<file path="src/rtl/tjmono2_rx_merger.sv">
// tjmono2_rx_merger: per-lane 24-bit hit assembly from decoded 8b10b bytes,
// per-lane hit buffering with optional timestamp, and a round-robin merge of
// all lanes into one tagged 32-bit readout stream with per-lane loss tracking.
module tjmono2_rx_merger #(
    parameter int unsigned NUM_CH          = 4,
    parameter logic [3:0]  DATA_IDENTIFIER = 4'd0,
    parameter int unsigned CH_FIFO_DEPTH   = 8
) (
    input  logic                  BUS_CLK,
    input  logic                  BUS_RST,
    input  logic [NUM_CH-1:0]     ENABLE,
    input  logic                  TS_MODE,
    input  logic [8*NUM_CH-1:0]   RX_BYTE,
    input  logic [NUM_CH-1:0]     RX_K,
    input  logic [NUM_CH-1:0]     RX_VALID,
    input  logic [26:0]           TIMESTAMP,
    output logic [31:0]           OUT_DATA,
    output logic                  OUT_VALID,
    input  logic                  OUT_READY,
    output logic [8*NUM_CH-1:0]   LOST_CNT,
    output logic [NUM_CH-1:0]     OVERFLOW,
    input  logic                  CLEAR_ERR
);

    localparam int unsigned AW = $clog2(CH_FIFO_DEPTH);
    // Buffer entry: {payload[23:0], timestamp[26:0], ts_mode}
    localparam int unsigned EW = 52;

    typedef enum logic [1:0] {
        ST_IDLE,
        ST_HIT,
        ST_TS
    } state_t;

    // Per-lane assembler state
    logic [1:0]    idx_q [NUM_CH];
    logic [1:0]    idx_d [NUM_CH];
    logic [15:0]   shr_q [NUM_CH];
    logic [15:0]   shr_d [NUM_CH];

    // Per-lane buffers
    logic [EW-1:0] mem_q  [NUM_CH][CH_FIFO_DEPTH];
    logic [EW-1:0] mem_d  [NUM_CH][CH_FIFO_DEPTH];
    logic [AW:0]   wptr_q [NUM_CH];
    logic [AW:0]   wptr_d [NUM_CH];
    logic [AW:0]   rptr_q [NUM_CH];
    logic [AW:0]   rptr_d [NUM_CH];
    logic [NUM_CH-1:0] fifo_empty;
    logic [NUM_CH-1:0] fifo_full;
    logic [NUM_CH-1:0] pop;

    // Error tracking
    logic [7:0]        lost_q [NUM_CH];
    logic [7:0]        lost_d [NUM_CH];
    logic [NUM_CH-1:0] ovf_q;
    logic [NUM_CH-1:0] ovf_d;

    // Arbiter and output register
    state_t      state_q, state_d;
    logic [2:0]  ptr_q, ptr_d;
    logic [2:0]  ch_q, ch_d;
    logic [31:0] out_data_q, out_data_d;
    logic        out_valid_q, out_valid_d;
    logic [26:0] ts_q, ts_d;
    logic        tsf_q, tsf_d;

    // Arbiter scratch
    logic          load;
    logic          found;
    int unsigned   start_ch;
    int unsigned   cand;
    int unsigned   sel;
    logic [EW-1:0] rd_entry;

    // Assembler scratch
    logic [7:0]    cur_byte;
    logic          lost_inc;
    logic          ovf_set;

    function automatic logic [2:0] next_ch(input logic [2:0] c);
        if (32'(c) >= NUM_CH - 1)
            return 3'd0;
        return c + 3'd1;
    endfunction

    // Buffer occupancy flags from the registered pointers
    always_comb begin
        fifo_empty = '0;
        fifo_full  = '0;
        for (int unsigned c = 0; c < NUM_CH; c++) begin
            fifo_empty[c] = (wptr_q[c] == rptr_q[c]);
            fifo_full[c]  = (wptr_q[c][AW] != rptr_q[c][AW]) &&
                            (wptr_q[c][AW-1:0] == rptr_q[c][AW-1:0]);
        end
    end

    // Arbiter next state: finish the current transfer, then search and pop in the same cycle
    always_comb begin
        state_d     = state_q;
        ptr_d       = ptr_q;
        ch_d        = ch_q;
        out_data_d  = out_data_q;
        out_valid_d = out_valid_q;
        ts_d        = ts_q;
        tsf_d       = tsf_q;
        pop         = '0;
        load        = 1'b0;
        found       = 1'b0;
        start_ch    = 32'(ptr_q);
        cand        = 0;
        sel         = 0;
        rd_entry    = '0;

        case (state_q)
            ST_IDLE: begin
                load = 1'b1;
            end
            ST_HIT: begin
                if (OUT_READY) begin
                    if (tsf_q) begin
                        state_d    = ST_TS;
                        out_data_d = {DATA_IDENTIFIER, 1'b1, ts_q};
                    end else begin
                        ptr_d    = next_ch(ch_q);
                        start_ch = 32'(next_ch(ch_q));
                        load     = 1'b1;
                    end
                end
            end
            ST_TS: begin
                if (OUT_READY) begin
                    ptr_d    = next_ch(ch_q);
                    start_ch = 32'(next_ch(ch_q));
                    load     = 1'b1;
                end
            end
            default: begin
                state_d     = ST_IDLE;
                out_valid_d = 1'b0;
            end
        endcase

        if (load) begin
            for (int unsigned i = 0; i < NUM_CH; i++) begin
                cand = start_ch + i;
                if (cand >= NUM_CH)
                    cand = cand - NUM_CH;
                if (!found && !fifo_empty[cand]) begin
                    found = 1'b1;
                    sel   = cand;
                end
            end
            if (found) begin
                pop[sel]    = 1'b1;
                rd_entry    = mem_q[sel][rptr_q[sel][AW-1:0]];
                out_data_d  = {DATA_IDENTIFIER, 1'b0, 3'(sel), rd_entry[51:28]};
                ts_d        = rd_entry[27:1];
                tsf_d       = rd_entry[0];
                ch_d        = 3'(sel);
                state_d     = ST_HIT;
                out_valid_d = 1'b1;
            end else begin
                state_d     = ST_IDLE;
                out_valid_d = 1'b0;
            end
        end
    end

    // Per-lane byte assembly, buffer write/read pointers and loss accounting
    always_comb begin
        idx_d    = idx_q;
        shr_d    = shr_q;
        mem_d    = mem_q;
        wptr_d   = wptr_q;
        rptr_d   = rptr_q;
        lost_d   = lost_q;
        ovf_d    = ovf_q;
        cur_byte = '0;
        lost_inc = 1'b0;
        ovf_set  = 1'b0;

        for (int unsigned c = 0; c < NUM_CH; c++) begin
            cur_byte = RX_BYTE[8*c +: 8];
            lost_inc = 1'b0;
            ovf_set  = 1'b0;

            if (pop[c])
                rptr_d[c] = rptr_q[c] + 1'b1;

            if (!ENABLE[c]) begin
                idx_d[c] = 2'd0;
            end else if (RX_VALID[c]) begin
                if (RX_K[c]) begin
                    idx_d[c] = 2'd0;
                    if (cur_byte != 8'hBC && idx_q[c] != 2'd0)
                        lost_inc = 1'b1;
                end else if (idx_q[c] == 2'd2) begin
                    idx_d[c] = 2'd0;
                    // A pop this cycle frees a slot, so a full buffer still accepts the write
                    if (!fifo_full[c] || pop[c]) begin
                        mem_d[c][wptr_q[c][AW-1:0]] = {shr_q[c], cur_byte, TIMESTAMP, TS_MODE};
                        wptr_d[c] = wptr_q[c] + 1'b1;
                    end else begin
                        lost_inc = 1'b1;
                        ovf_set  = 1'b1;
                    end
                end else begin
                    shr_d[c] = {shr_q[c][7:0], cur_byte};
                    idx_d[c] = idx_q[c] + 2'd1;
                end
            end

            if (CLEAR_ERR) begin
                lost_d[c] = 8'd0;
                ovf_d[c]  = 1'b0;
            end else begin
                if (lost_inc && lost_q[c] != 8'hFF)
                    lost_d[c] = lost_q[c] + 8'd1;
                if (ovf_set)
                    ovf_d[c] = 1'b1;
            end
        end
    end

    // State registers with synchronous reset
    always_ff @(posedge BUS_CLK) begin
        if (BUS_RST) begin
            for (int unsigned c = 0; c < NUM_CH; c++) begin
                idx_q[c]  <= '0;
                shr_q[c]  <= '0;
                wptr_q[c] <= '0;
                rptr_q[c] <= '0;
                lost_q[c] <= '0;
            end
            ovf_q       <= '0;
            state_q     <= ST_IDLE;
            ptr_q       <= '0;
            ch_q        <= '0;
            out_data_q  <= '0;
            out_valid_q <= 1'b0;
            ts_q        <= '0;
            tsf_q       <= 1'b0;
        end else begin
            idx_q       <= idx_d;
            shr_q       <= shr_d;
            wptr_q      <= wptr_d;
            rptr_q      <= rptr_d;
            lost_q      <= lost_d;
            ovf_q       <= ovf_d;
            state_q     <= state_d;
            ptr_q       <= ptr_d;
            ch_q        <= ch_d;
            out_data_q  <= out_data_d;
            out_valid_q <= out_valid_d;
            ts_q        <= ts_d;
            tsf_q       <= tsf_d;
        end
    end

    // Buffer storage; contents are don't-care while the pointers say empty
    always_ff @(posedge BUS_CLK) begin
        mem_q <= mem_d;
    end

    // Pack per-lane loss counters onto the output bus
    always_comb begin
        LOST_CNT = '0;
        for (int unsigned c = 0; c < NUM_CH; c++)
            LOST_CNT[8*c +: 8] = lost_q[c];
    end

    assign OUT_DATA  = out_data_q;
    assign OUT_VALID = out_valid_q;
    assign OVERFLOW  = ovf_q;

endmodule

</file>
<file path="config.mk">
export PLATFORM = sky130hd
export DESIGN_NAME = tjmono2_rx_merger
export DESIGN_NICKNAME = d
export VERILOG_FILES = /design/src/rtl/tjmono2_rx_merger.sv
export SDC_FILE = /design/constraint.sdc
export NUM_CORES = 2
export LEC_CHECK = 0
export CAP_MARGIN = 5
export CELL_PAD_IN_SITES_DETAIL_PLACEMENT = 0
export CELL_PAD_IN_SITES_GLOBAL_PLACEMENT = 1
export CORE_UTILIZATION = 45
export CTS_CLUSTER_DIAMETER = 50
export DETAILED_ROUTE_END_ITERATION = 6
export GPL_TIMING_DRIVEN = 1
export MAX_ROUTING_LAYER = met4
export PLACE_DENSITY_LB_ADDON = 0.1
export SYNTH_ARGS = -nofsm -noshare
export SYNTH_HDL_FRONTEND = slang
export SYNTH_SLANG_ARGS = --single-unit
</file>
<file path="constraint.sdc">
create_clock -name BUS_CLK -period 23.8 [get_ports BUS_CLK]
set_clock_uncertainty 0.05 [all_clocks]
set_input_delay 3.57 -clock BUS_CLK [delete_from_list [all_inputs] [get_ports BUS_CLK]]
set_output_delay 3.57 -clock BUS_CLK [all_outputs]
set_load 0.1 [all_outputs]
</file>
==> results.yml <==
layout:
  nNetsFinal: 5524
  drive_gt1_share_pct: 11.1
  fillers: 14100
  post-route-cell-area_um2: 86600
  syn_to_final_growth_pct: 13.7
synth:
  synthArstFlopShare_pct: 0
  synth_seq_cells: 1873
  synth_area_um2: 76200
  avgSynthCellArea_um2: 14.2
  syn_nets: 5449
  synthDistinctLibCells: 95
  yosysMostFrequentCell: "edfxtp_1"
  synth_seq_area_share_pct: 71.1
  post_synth_inst_count: 5353
  synth.largest_area_cell: "edfxtp_1"
  synth_edf_count: 1664
  synth_top_area_share_pct: 65.6
  synthTopCellsByCount: "1,664 x edfxtp_1, 509 x nand2_1, 275 x mux2i_1, 255 x clkbuf_1, 209 x dfxtp_1"
  synth_area_leaders: "edfxtp_1 66%, dfxtp_1 5.5%, mux2i_1 3.6%"
  yosysWarningCount: 0
  ys.flop_type: "edfxtp_1"
job:
  cap_violations: 0
floorplanning:
  die_y_um: 413
  io-pin-count: 145
  dieWidth_um: 413
  initial_core_util_pct: 45.5
  core_area_um2: 168000
  rows: 150
  die-area_um2: 171000
setup_path:
  cp_max_fo: 59
  cp.arrival_ns: 10.18
  rrSetupSlack_ns: 16.30
  critPathRequiredTime_ns: 24.21
  reg2reg_depth: 16
  setup.worst_path.end: "mem_q[428]$_DFFE_PP_"
  r2r-start: "ch_q[0]$_SDFFE_PP0P_"
  crit_start: "OUT_READY"
  cp-end-kind: "flip-flop"
  cp-start-kind: "input port"
  reg2reg_to: "mem_q[428]$_DFFE_PP_"
  path_class: "in2reg"
grt:
  antenna_found_initial: 10
  top_usage_layer: "met2"
  grt_pass1_wl_mm: 360
  met3_usage_pct: 5.43
  grt.total_usage_pct: 30.8
  grt_pass1_vias: 46600
  use_met2_pct: 46.5
  globalRouteOverflowTotal: 0
  grt_max_degree: 168
  grt_use_met1_pct: 42.9
power:
  cellPowerDensity_nw_per_um2: 81.2
  leakage_nw: 27.2
  power_mw: 7.04
  peakVddDrop_mv: 0.0849
sta:
  finalHoldViolCount: 0
  post-route-period-util_pct: 41.1
  hold_slack_ns: 0.396
  fmax_mhz: 102
  period_minus_slack_ns: 9.78
  tns_ns: 0
  setup_viol: 0
  worst-slew-pin-transition_ns: 1.37
  finalMaxSlewViolations: 0
  rsz0062_at_grt: "false"
  relSlewSlack_pct: 8.26
cts:
  cts_max_level: 4
  numCtsBuffers: 202
  post_cts_buffers: 0
  cts.path.max_buffers: 3
  cts_tree: "done"
  numClockSinks: 1873
  cts_root_buf: "clkbuf_16"
  clkTransAtPathRegs_ns: 0.06
  hold_buffers: 0
  clkLatencyLatePin_ns: 0.85
  cts-resized-gates: 0
placement:
  dp_hpwl_mm: 141
  gp_congestion: 0.833
  place.port_buffers: 144
  place_area_um2: 80100
outcome:
  status: "completed"
routing:
  drt-vias-per-instance: 6.28
  drc: 0
  drt_iter0_drc: 5731
  drtPass1Iterations: 6
  vias: 49100
  postRouteWirelength_mm: 256
  antenna_left: 0
  post_drt_wl_per_cell_um: 32.7
worst_hold_path:
  hp-start: "OVERFLOW[3]$_SDFFE_PP0P_"
  hold_path_class: "reg2reg"
## critical path: stages
cell and delay (ns):
clkdlybuf4s50_1 0.59, nand2_1 0.16, o211ai_1 0.42, nand2_1 0.21
inv_2 0.17, ha_1 0.33, o211ai_1 0.21, and3_1 0.35
nor3_4 0.59, buf_4 0.73, nand3_1 0.27, o21ai_2 0.27
nand3_1 0.39, nor2_4 0.84, buf_4 0.87
## sequential cells by signal, summed over array words and instances (netlist names), 8 cells and up
signal    flops
LOST_CNT     32
rptr_q       16
ts_q         27
wptr_q       16
shr_q        64
OUT_DATA     32
mem_q      1664
idx_q         8
## report_power, final
| part | internal (mW) | total [mW] | switching, mW |
|---|---|---|---|
| clock network | 1.74 | 3.06 | 1.32 |
| registers | 3.58 | 3.61 | 0.0342 |
| logic | 0.0864 | 0.362 | 0.276 |
| total | 5.40 | 7.04 | 1.63 |
## routing by layer
metal  wire length (µm)  share of wire [%]
met2             118000                 46
met1             109000                 42
met4               6840                2.7
met3              22700                8.9
met5                  0                  0
## layout make-up
type	count	area, µm²	area share (%)
Multi-Input combinational cell	2978	20400	23.5
Timing Repair Buffer	274	2450	2.83
Tap cell	2204	2760	3.18
Sequential cell	1873	54200	62.6
Clock buffer	273	5470	6.32
Antenna cell	12	30.0	0.0347
Clock inverter	111	975	1.13
Inverter	99	377	0.435
## through the flow
step	util, %	instances	setup WS, ns
finish	51.7	7824	14.02
global route	51.7	7817	13.64
CTS	51.6	7812	14.19
detailed placement	47.8	7428	13.29
global placement	47.8	7428	13.38
floorplan	-	5353	11.61
## worst min path at each step
stage	cells after the start	slack, ns	to
after floorplan	2	0.37	ts_q[0]$_SDFFE_PP0P_
final	2	0.40	OVERFLOW[3]$_SDFFE_PP0P_
after global placement	2	0.39	OVERFLOW[3]$_SDFFE_PP0P_
after detailed placement	2	0.39	OVERFLOW[3]$_SDFFE_PP0P_
after global routing	2	0.42	OVERFLOW[0]$_SDFFE_PP0P_
after CTS	2	0.40	OVERFLOW[3]$_SDFFE_PP0P_
## cells in the final DEF (no fill, tap or decap), types with 60 or more instances in the layout
master | synthesis | layout
mux2_2 | 76 | 76
nand3_1 | 176 | 174
nor3b_1 | 115 | 113
a31oi_1 | 114 | 113
and3_1 | 69 | 69
mux2i_1 | 275 | 272
nand4_1 | 88 | 88
a311oi_1 | 75 | 75
nor2b_1 | 137 | 137
edfxtp_1 | 1664 | 1664
a211oi_1 | 158 | 158
buf_4 | 22 | 128
nor2_1 | 187 | 171
clkbuf_16 | 0 | 204
o21ai_0 | 134 | 134
inv_1 | 96 | 94
clkdlybuf4s50_1 | 0 | 143
nand2_1 | 509 | 506
a22oi_1 | 60 | 60
a21oi_1 | 147 | 143
dfxtp_1 | 209 | 205
o211ai_1 | 115 | 115
## cell families after synthesis
logic type               count (synthesis)  share of synthesized area [%]
flip-flops                            1873                           71.1
AND/OR/NAND/NOR                       1426                           9.46
AO/OA/AOI/OAI                         1122                           10.9
buffers and inverters                  502                           2.78
multiplexers                           354                           4.80
XOR/XNOR                                56                          0.654
adder cells (fa/ha/maj)                 20                          0.328
(Power assumes the default switching activity.)
